File: src/rtl/hex_display_pkg.sv
// Shared constants for the hex display scanner: segment table, bit order, digit limits.
// Latency: n/a (package). Backpressure: n/a.
// Segment vectors are {a,b,c,d,e,f,g}, active-high.
package hex_display_pkg;

  localparam int MIN_DIGITS = 1;
  localparam int MAX_DIGITS = 8;
  localparam int SEG_W      = 7;

  // Bit position of each segment within a segment vector.
  localparam int SEG_A = 6;
  localparam int SEG_B = 5;
  localparam int SEG_C = 4;
  localparam int SEG_D = 3;
  localparam int SEG_E = 2;
  localparam int SEG_F = 1;
  localparam int SEG_G = 0;

  localparam logic [15:0][SEG_W-1:0] HEX_SEG_TABLE = {
    7'b1000111,  // F
    7'b1001111,  // E
    7'b0111101,  // d
    7'b1001110,  // C
    7'b0011111,  // b
    7'b1110111,  // A
    7'b1111011,  // 9
    7'b1111111,  // 8
    7'b1110000,  // 7
    7'b1011111,  // 6
    7'b1011011,  // 5
    7'b0110011,  // 4
    7'b1111001,  // 3
    7'b1101101,  // 2
    7'b0110000,  // 1
    7'b1111110   // 0
  };

endpackage

File: src/rtl/hex7seg_decode.sv
// Hex nibble to 7-segment pattern decoder.
// Latency: combinational. Backpressure: none.
// Output order {a,b,c,d,e,f,g}.
module hex7seg_decode
  import hex_display_pkg::*;
(
  input  logic [3:0]       nibble,
  output logic [SEG_W-1:0] seg
);

  logic [SEG_W-1:0] raw;

  assign raw = HEX_SEG_TABLE[nibble];
  assign seg = {raw[SEG_A], raw[SEG_B], raw[SEG_C], raw[SEG_D],
                raw[SEG_E], raw[SEG_F], raw[SEG_G]};

endmodule

File: src/rtl/hex_display_mux.sv
// Time-multiplexed hex display scanner with leading-zero blanking; PWM dimming under HEX_DISPLAY_MUX_DIM_EN.
// Latency: all outputs registered, one cycle behind counter/shadow state.
// Backpressure: none; free-running scan, inputs sampled once per frame.
module hex_display_mux
  import hex_display_pkg::*;
#(
  parameter int DIGITS      = 4,
  parameter int SLOT_CYCLES = 128,
  parameter int BRIGHT_W    = 4
) (
  input  logic                clk,
  input  logic                rst_n,
  input  logic [4*DIGITS-1:0] data,
  input  logic [DIGITS-1:0]   dp,
  input  logic                blank_lz,
  input  logic [BRIGHT_W-1:0] brightness,
  output logic [DIGITS-1:0]   anodes,
  output logic [SEG_W-1:0]    segments,
  output logic                dp_out,
  output logic                frame_start
);

  localparam int SLOT_W = $clog2(SLOT_CYCLES);
  localparam int IDX_W  = (DIGITS > 1) ? $clog2(DIGITS) : 1;
  localparam logic [SLOT_W-1:0] SLOT_LAST = SLOT_W'(SLOT_CYCLES - 1);
  localparam logic [IDX_W-1:0]  IDX_LAST  = IDX_W'(DIGITS - 1);

  if (DIGITS < MIN_DIGITS || DIGITS > MAX_DIGITS) begin : g_bad_digits
    $error("hex_display_mux: DIGITS out of range");
  end

  logic [SLOT_W-1:0]   slot_cnt;
  logic [IDX_W-1:0]    digit_idx;
  logic [4*DIGITS-1:0] sh_data;
  logic [DIGITS-1:0]   sh_dp;
  logic                sh_blank_lz;
  logic [BRIGHT_W-1:0] sh_bright;

  logic                frame_edge;
  logic                pwm_on;
  logic                digit_on;
  logic                run;
  logic [DIGITS-1:0]   blank_vec;
  logic [3:0]          cur_nibble;
  logic [SEG_W-1:0]    cur_seg;
  logic [DIGITS-1:0]   anodes_nxt;
  logic [SEG_W-1:0]    segments_nxt;
  logic                dp_nxt;

  assign frame_edge = (slot_cnt == '0) && (digit_idx == '0);

  always_ff @(posedge clk) begin
    if (!rst_n) begin
      slot_cnt    <= '0;
      digit_idx   <= '0;
      sh_data     <= '0;
      sh_dp       <= '0;
      sh_blank_lz <= 1'b0;
      sh_bright   <= '0;
    end else begin
      if (slot_cnt == SLOT_LAST) begin
        slot_cnt  <= '0;
        digit_idx <= (digit_idx == IDX_LAST) ? '0 : digit_idx + 1'b1;
      end else begin
        slot_cnt <= slot_cnt + 1'b1;
      end
      if (frame_edge) begin
        sh_data     <= data;
        sh_dp       <= dp;
        sh_blank_lz <= blank_lz;
        sh_bright   <= brightness;
      end
    end
  end

  // Suppression run walks down from the top digit; a non-zero nibble or a dp ends it.
  always_comb begin
    blank_vec = '0;
    run       = sh_blank_lz;
    for (int i = DIGITS - 1; i > 0; i--) begin
      run          = run && (sh_data[4*i +: 4] == 4'h0) && !sh_dp[i];
      blank_vec[i] = run;
    end
  end

`ifdef HEX_DISPLAY_MUX_DIM_EN
  assign pwm_on = (slot_cnt[SLOT_W-1 -: BRIGHT_W] <= sh_bright);
`else
  logic unused_bright;
  assign unused_bright = ^sh_bright;
  assign pwm_on        = 1'b1;
`endif

  assign cur_nibble = sh_data[{digit_idx, 2'b00} +: 4];

  hex7seg_decode u_decode (
    .nibble (cur_nibble),
    .seg    (cur_seg)
  );

  // slot_cnt==0 is the dead-time cycle between digits.
  assign digit_on = (slot_cnt != '0) && pwm_on && !blank_vec[digit_idx];

  always_comb begin
    anodes_nxt   = '0;
    segments_nxt = '0;
    dp_nxt       = 1'b0;
    if (digit_on) begin
      anodes_nxt   = DIGITS'(1) << digit_idx;
      segments_nxt = cur_seg;
      dp_nxt       = sh_dp[digit_idx];
    end
  end

  always_ff @(posedge clk) begin
    if (!rst_n) begin
      anodes      <= '0;
      segments    <= '0;
      dp_out      <= 1'b0;
      frame_start <= 1'b0;
    end else begin
      anodes      <= anodes_nxt;
      segments    <= segments_nxt;
      dp_out      <= dp_nxt;
      frame_start <= frame_edge;
    end
  end

endmodule

File: config.mk
export PLATFORM = sky130hd
export DESIGN_NAME = hex_display_mux
export DESIGN_NICKNAME = d
export VERILOG_FILES = /design/src/rtl/hex_display_pkg.sv /design/src/rtl/hex7seg_decode.sv /design/src/rtl/hex_display_mux.sv
export SDC_FILE = /design/constraint.sdc
export NUM_CORES = 1
export LEC_CHECK = 0
export CORE_MARGIN = 5
export CORE_UTILIZATION = 54
export CTS_BUF_LIST = sky130_fd_sc_hd__clkbuf_4 sky130_fd_sc_hd__clkbuf_8 sky130_fd_sc_hd__clkbuf_16
export DETAILED_ROUTE_END_ITERATION = 10
export PLACE_DENSITY = 0.8
export SETUP_SLACK_MARGIN = 0.1
export SYNTH_ARGS = -nofsm -noshare
export SYNTH_HDL_FRONTEND = slang
export SYNTH_SLANG_ARGS = --single-unit
File: constraint.sdc
create_clock -name clk -period 4.24 [get_ports clk]
set_clock_uncertainty 0.2 [all_clocks]
set_input_delay 0.424 -clock clk [delete_from_list [all_inputs] [get_ports clk]]
set_output_delay 0.424 -clock clk [all_outputs]
set_load 0.1 [all_outputs]
==> impl_metrics.tcl, run 1 <==
set metrics [dict create \
    clock_latency_ns 0.35 \
    grt_pass1_vias 1418 \
    numCtsBuffers 5 \
    tns_ns 0 \
    clkTransAtPathRegs_ns 0.12 \
    synth.distinct_cells 36 \
    dr.pass1.iters 4 \
    final_antenna_net_count 0 \
    period_share_pct 57.5 \
    critPathArrivalTime_ns 1.82 \
    drc 0 \
    core-area_sq_um 3420 \
    gp_congestion 0.825 \
    rows 21 \
    ys_ff_latch 43 \
    path_class "flop to primary output" \
    hold_violations 0 \
    postCtsSetupBuffers 0 \
    critPathMaxStageDelay_ns 1.13 \
    vias_per_cell 5.22 \
    pin_count 40 \
    worst_pin_slew_ns 0.974 \
    syn_area_sq_um 1940 \
    crit_required_ns 3.62 \
    grt_antenna_before_repair 0 \
    synth-edff-count 0 \
    ctsHoldBuffers 0 \
    root_buffer "clkbuf_4" \
    die_y_um 69.9 \
    cpMaxStageDelayCell "clkdlybuf4s50_1" \
    rsz0062_at_grt "no" \
    relSlewSlack_pct 34.9 \
    yosys_warnings 0 \
    clk_path_buf_depth 2 \
    cts_tree "yes" \
    crit_family "buffers and inverters" \
    port_buffers 35 \
    fin_cells 292 \
    async_reset_ff_share_pct 0 \
    synth.yosys.seq_area_share_pct 44.4 \
    synth_top_area_cell "dfxtp_1" \
    hp-class "flop to flop" \
    crit_chain "clkdlybuf4s50_1" \
    cts_resized 0 \
    htree_levels 2 \
    p_total_mw 0.928 \
    dieArea_sq_um 4880 \
    cts_sinks 43 \
    yosysTopAreaCellShare_pct 44.4 \
    cp-end-kind "primary output" \
    antenna_cells 0 \
    grt_pass1_wl_um 6300 \
    leakage_nw 0.922 \
    wl_per_cell_um 12.7 \
    max-cap-violations 0 \
    status "completed" \
    synth_fp_nets 252 \
    totalWireLength_um 3700 \
    first_iter_violations 58 \
    maxSlewViolCount 0 \
    ys_top_cells_by_area "dfxtp_1, nand2_1, ha_1" \
    area_delta_synth_final_pct 22.5 \
    fin_util_pct 69.5 \
    crit_buf_inv 1 \
    syn_inst 214 \
    r2r_slack_ns 1.90 \
    ir_drop_uv 339 \
    nets 284 \
    grt_usage_pct 15.9 \
    synth_ff_type "dfxtp_1" \
    synth.most_common_cell "nand2_1" \
    startpoint_type "flop" \
    crit_fanout 1 \
    initial_utilization_pct 56.7 \
    hpwl_um 2660 \
    max_freq_mhz 410 \
    powerDensity_nw_per_um2 391 \
    via_count 1523 \
    avgSynthCellArea_sq_um 9.05 \
    die_w_um 69.9 \
    grt_start_max_net_pins 31 \
    dp_cells 285 \
    grt_overflow_total 0 \
    synth_common_cells "nand2_1, dfxtp_1, a21boi_0, ha_1, nor2_1" \
    setup_viol 0 \
    final_layout_size_suffix_gt1_share_pct 6.50 \
    finalCriticalPeriod_ns 2.44 \
]
cell usage in the layout (no fill, tap or decap), types with 6 or more instances in the layout:
cell type / instances
ha_1: 11
clkbuf_4: 6
a21boi_1: 9
dfxtp_1: 43
nand2_1: 55
nand3_1: 6
a21boi_0: 14
clkdlybuf4s50_1: 35
nor2_1: 11
metrics by stage:
step	hold slack [ns]	cell area, sq um	setup WS [ns]
after global routing	0.295	2370	1.60
after detailed placement	0.248	2300	1.89
after global placement	0.243	2300	1.92
after CTS	0.263	2370	1.78
final	0.261	2370	1.80
after floorplan	0.226	1940	2.14
flip-flops by register name, summed over array words and instances, names as in the netlist, 2 cells and up:
register / flops
sh_data: 16
slot_cnt: 7
anodes: 4
digit_idx: 2
sh_dp: 4
segments: 7
report_power, final:
part	leakage, nW	switching, mW	internal [mW]
registers	0.353	0.0175	0.435
clock network	0.0417	0.127	0.128
logic	0.527	0.145	0.0757
total	0.922	0.290	0.639
cell families after synthesis:
group	Yosys count	share of synthesized area, %
xor gates and xnor gates	5	2.26
buffers and inverters	18	4.26
adders and majority gates	11	7.11
muxes	6	6.33
and+or+nand+nor	95	21.8
AOI/OAI and AO/OA	36	13.8
DFF	43	44.4
area by class of cell:
type                            instances  area [sq um]
Fill cell                             289          1040
Multi-Input combinational cell        153           993
Sequential cell                        43           861
Timing Repair Buffer                   36           358
Tap cell                               46          57.6
Clock buffer                            6          45.0
Clock inverter                          1          30.0
Inverter                                7          27.5
worst paths after layout:
check,start,end,cells after the start
hold / removal,sh_data[3]$_SDFFE_PN0P_,sh_data[3]$_SDFFE_PN0P_,2
setup / recovery,anodes[3]$_SDFF_PN0_,anodes[3],1
hold reg to reg,sh_data[3]$_SDFFE_PN0P_,sh_data[3]$_SDFFE_PN0P_,2
setup reg to reg,digit_idx[0]$_SDFFE_PN0P_,segments[3]$_SDFF_PN0_,7
layer usage:
layer	vias to the layer above	share of wire, %	GRT usage, %
met5	-	0	0
met3	4	5.6	5.60
met1	699	47	20.2
met2	36	46	25.5
met4	0	0.95	4.26
li1	784	-	-
Note: power is estimated with default switching activity, not from simulation.
==> inputs of run 2 (changes only) <==
CORE_UTILIZATION = 45   (was 54)
PLACE_DENSITY = 0.7   (was 0.8)
clock period = 2 ns   (was 4.24 ns; I/O delays follow)
==> run 2 against run 1 <==
Compared with the run above:
- hold slack got worse by 0.0096 ns
- wire length increased by 10%
- power increased by 120%
- sequential share of layout area decreased by 3.7 points
- critical path type is now flop to flop
- critical endpoint is now segments[2]$_SDFF_PN0_
- highest routed layer unchanged
==> impl_metrics.tcl, run 2 (same netlist as run 1, synthesis figures left out) <==
set metrics [dict create \
    status "completed" \
    totalWireLength_um 4080 \
    grt_overflow_total 0 \
    period_share_pct 95.6 \
    place_area_sq_um 2380 \
    cpMaxStageDelayCell "mux4_2" \
    cts_sinks 43 \
    pin_count 40 \
    gp_congestion 0.806 \
    area_delta_synth_final_pct 37.7 \
    numCtsBuffers 5 \
    critPathMaxStageDelay_ns 0.61 \
    worst_pin_slew_ns 0.262 \
    rsz0062_at_grt "yes" \
    vias_per_cell 5.12 \
    maxSlewViolCount 0 \
    leakage_nw 1.10 \
    initial_utilization_pct 47.4 \
    crit_required_ns 1.98 \
    largest_reg_flops 16 \
    grt_antenna_before_repair 0 \
    hp-class "input port to flop" \
    tns_ns 0 \
    die_w_um 75.6 \
    finalCriticalPeriod_ns 1.91 \
    crit_buf_inv 1 \
    holdWs_ns 0.251 \
    hold_violations 0 \
    first_iter_violations 57 \
    rows 23 \
    dr.pass1.iters 4 \
    max-cap-violations 0 \
    r2r_cells 5 \
    nets 306 \
    core-area_sq_um 4090 \
    crit_fanout 5 \
    critPathArrivalTime_ns 1.89 \
    hold_path_depth 3 \
    fin_ws_ns 0.0885 \
    r2r-start "digit_idx[0]$_SDFFE_PN0P_" \
    r2r_slack_ns 0.09 \
    hp-start "data[5]" \
    grt_pass1_vias 1471 \
    clk_path_buf_depth 2 \
    critPathLaunch "digit_idx[0]$_SDFFE_PN0P_" \
    relSlewSlack_pct 82.4 \
    ir_drop_uv 416 \
    top_register "sh_data" \
    design_area_sq_um 2670 \
    ctsHoldBuffers 0 \
    dp_worst_setup_slack_ns 0.00991 \
    cp_num_cells 5 \
    grt_start_max_net_pins 30 \
    wl_per_cell_um 12.8 \
    layout_commonest_cell "nand2_1" \
    p_total_mw 2.07 \
    crit_chain "mux4_2 > buf_4 > ha_1 > mux2i_1 > a221oi_1" \
    cts_tree "yes" \
    die_y_um 75.6 \
    path_class "flop to flop" \
    max_freq_mhz 523 \
    dieArea_sq_um 5720 \
    root_buffer "clkbuf_8" \
    startpoint_type "flop" \
    antenna_cells 0 \
    hpwl_um 2870 \
    clock_latency_ns 0.29 \
    setup_viol 0 \
    grt_usage_pct 15.2 \
    largest_registers "sh_data: 16 flops, segments: 7 flops, slot_cnt: 7 flops" \
    mostFrequentLayoutCells "nand2_1, dfxtp_1, buf_4" \
    powerDensity_nw_per_um2 777 \
    drc 0 \
    crit_family "multiplexers" \
    cp-end-kind "flop" \
    htree_levels 2 \
    via_count 1633 \
    final_antenna_net_count 0 \
    clkTransAtPathRegs_ns 0.08 \
    grt_pass1_wl_um 6530 \
    final_layout_size_suffix_gt1_share_pct 27.9 \
    port_buffers 35 \
]
==> run 2: tightest hold or removal path, delay by kind of cell <==
kind,cells,cell delay [ns]
buf+inv,1,0.39
simple gates,1,0.06
compound gates,1,0.05
==> run 2: layout make-up <==
type / instances / area (sq um)
Sequential cell: 43 / 868
Inverter: 7 / 32.5
Clock buffer: 6 / 76.3
Timing Repair Buffer: 58 / 510
Clock inverter: 2 / 12.5
Multi-Input combinational cell: 153 / 1100
Tap cell: 50 / 62.6
Fill cell: 366 / 1420
==> run 2: worst paths after layout <==
path                             endpoint
hold / removal    sh_data[5]$_SDFFE_PN0P_
hold reg to reg   sh_data[2]$_SDFFE_PN0P_
setup / recovery   segments[2]$_SDFF_PN0_
setup reg to reg   segments[2]$_SDFF_PN0_
==> run 2: where the power goes <==
group / leakage [nW] / internal (mW) / switching, mW
logic: 0.696 / 0.219 / 0.343
registers: 0.355 / 0.921 / 0.0363
clock network: 0.0446 / 0.258 / 0.298
==> run 2: timing repair <==
item,CTS,global route
endpoints found under the setup margin,6,16
gates resized for setup,8,20
endpoints found under the hold margin,0,0
setup buffers,3,8
pin swaps,4,7
==> run 2: per-stage QoR <==
| stage | std cells | util [%] |
|---|---|---|
| 3_5_place_dp | 300 | 58.3 |
| 3_3_place_gp | 300 | 58.3 |
| 2_1_floorplan | 214 | - |
| 6_report | 319 | 65.3 |
| 5_1_grt | 319 | 65.3 |
| 4_1_cts | 311 | 61.8 |
==> run 2: routing by layer <==
metal	up-vias	routed length (um)	GRT usage (%)
met1	744	1760	19.0
met2	50	1920	24.6
met3	10	289	4.35
li1	829	-	-
met5	-	0	0
met4	0	104	6.41
==> inputs of run 3 (changes only) <==
HOLD_SLACK_MARGIN = 0.12   (was default)
==> results of run 3 <==
Final layout, timing and power as in run 2 (identical DEF).
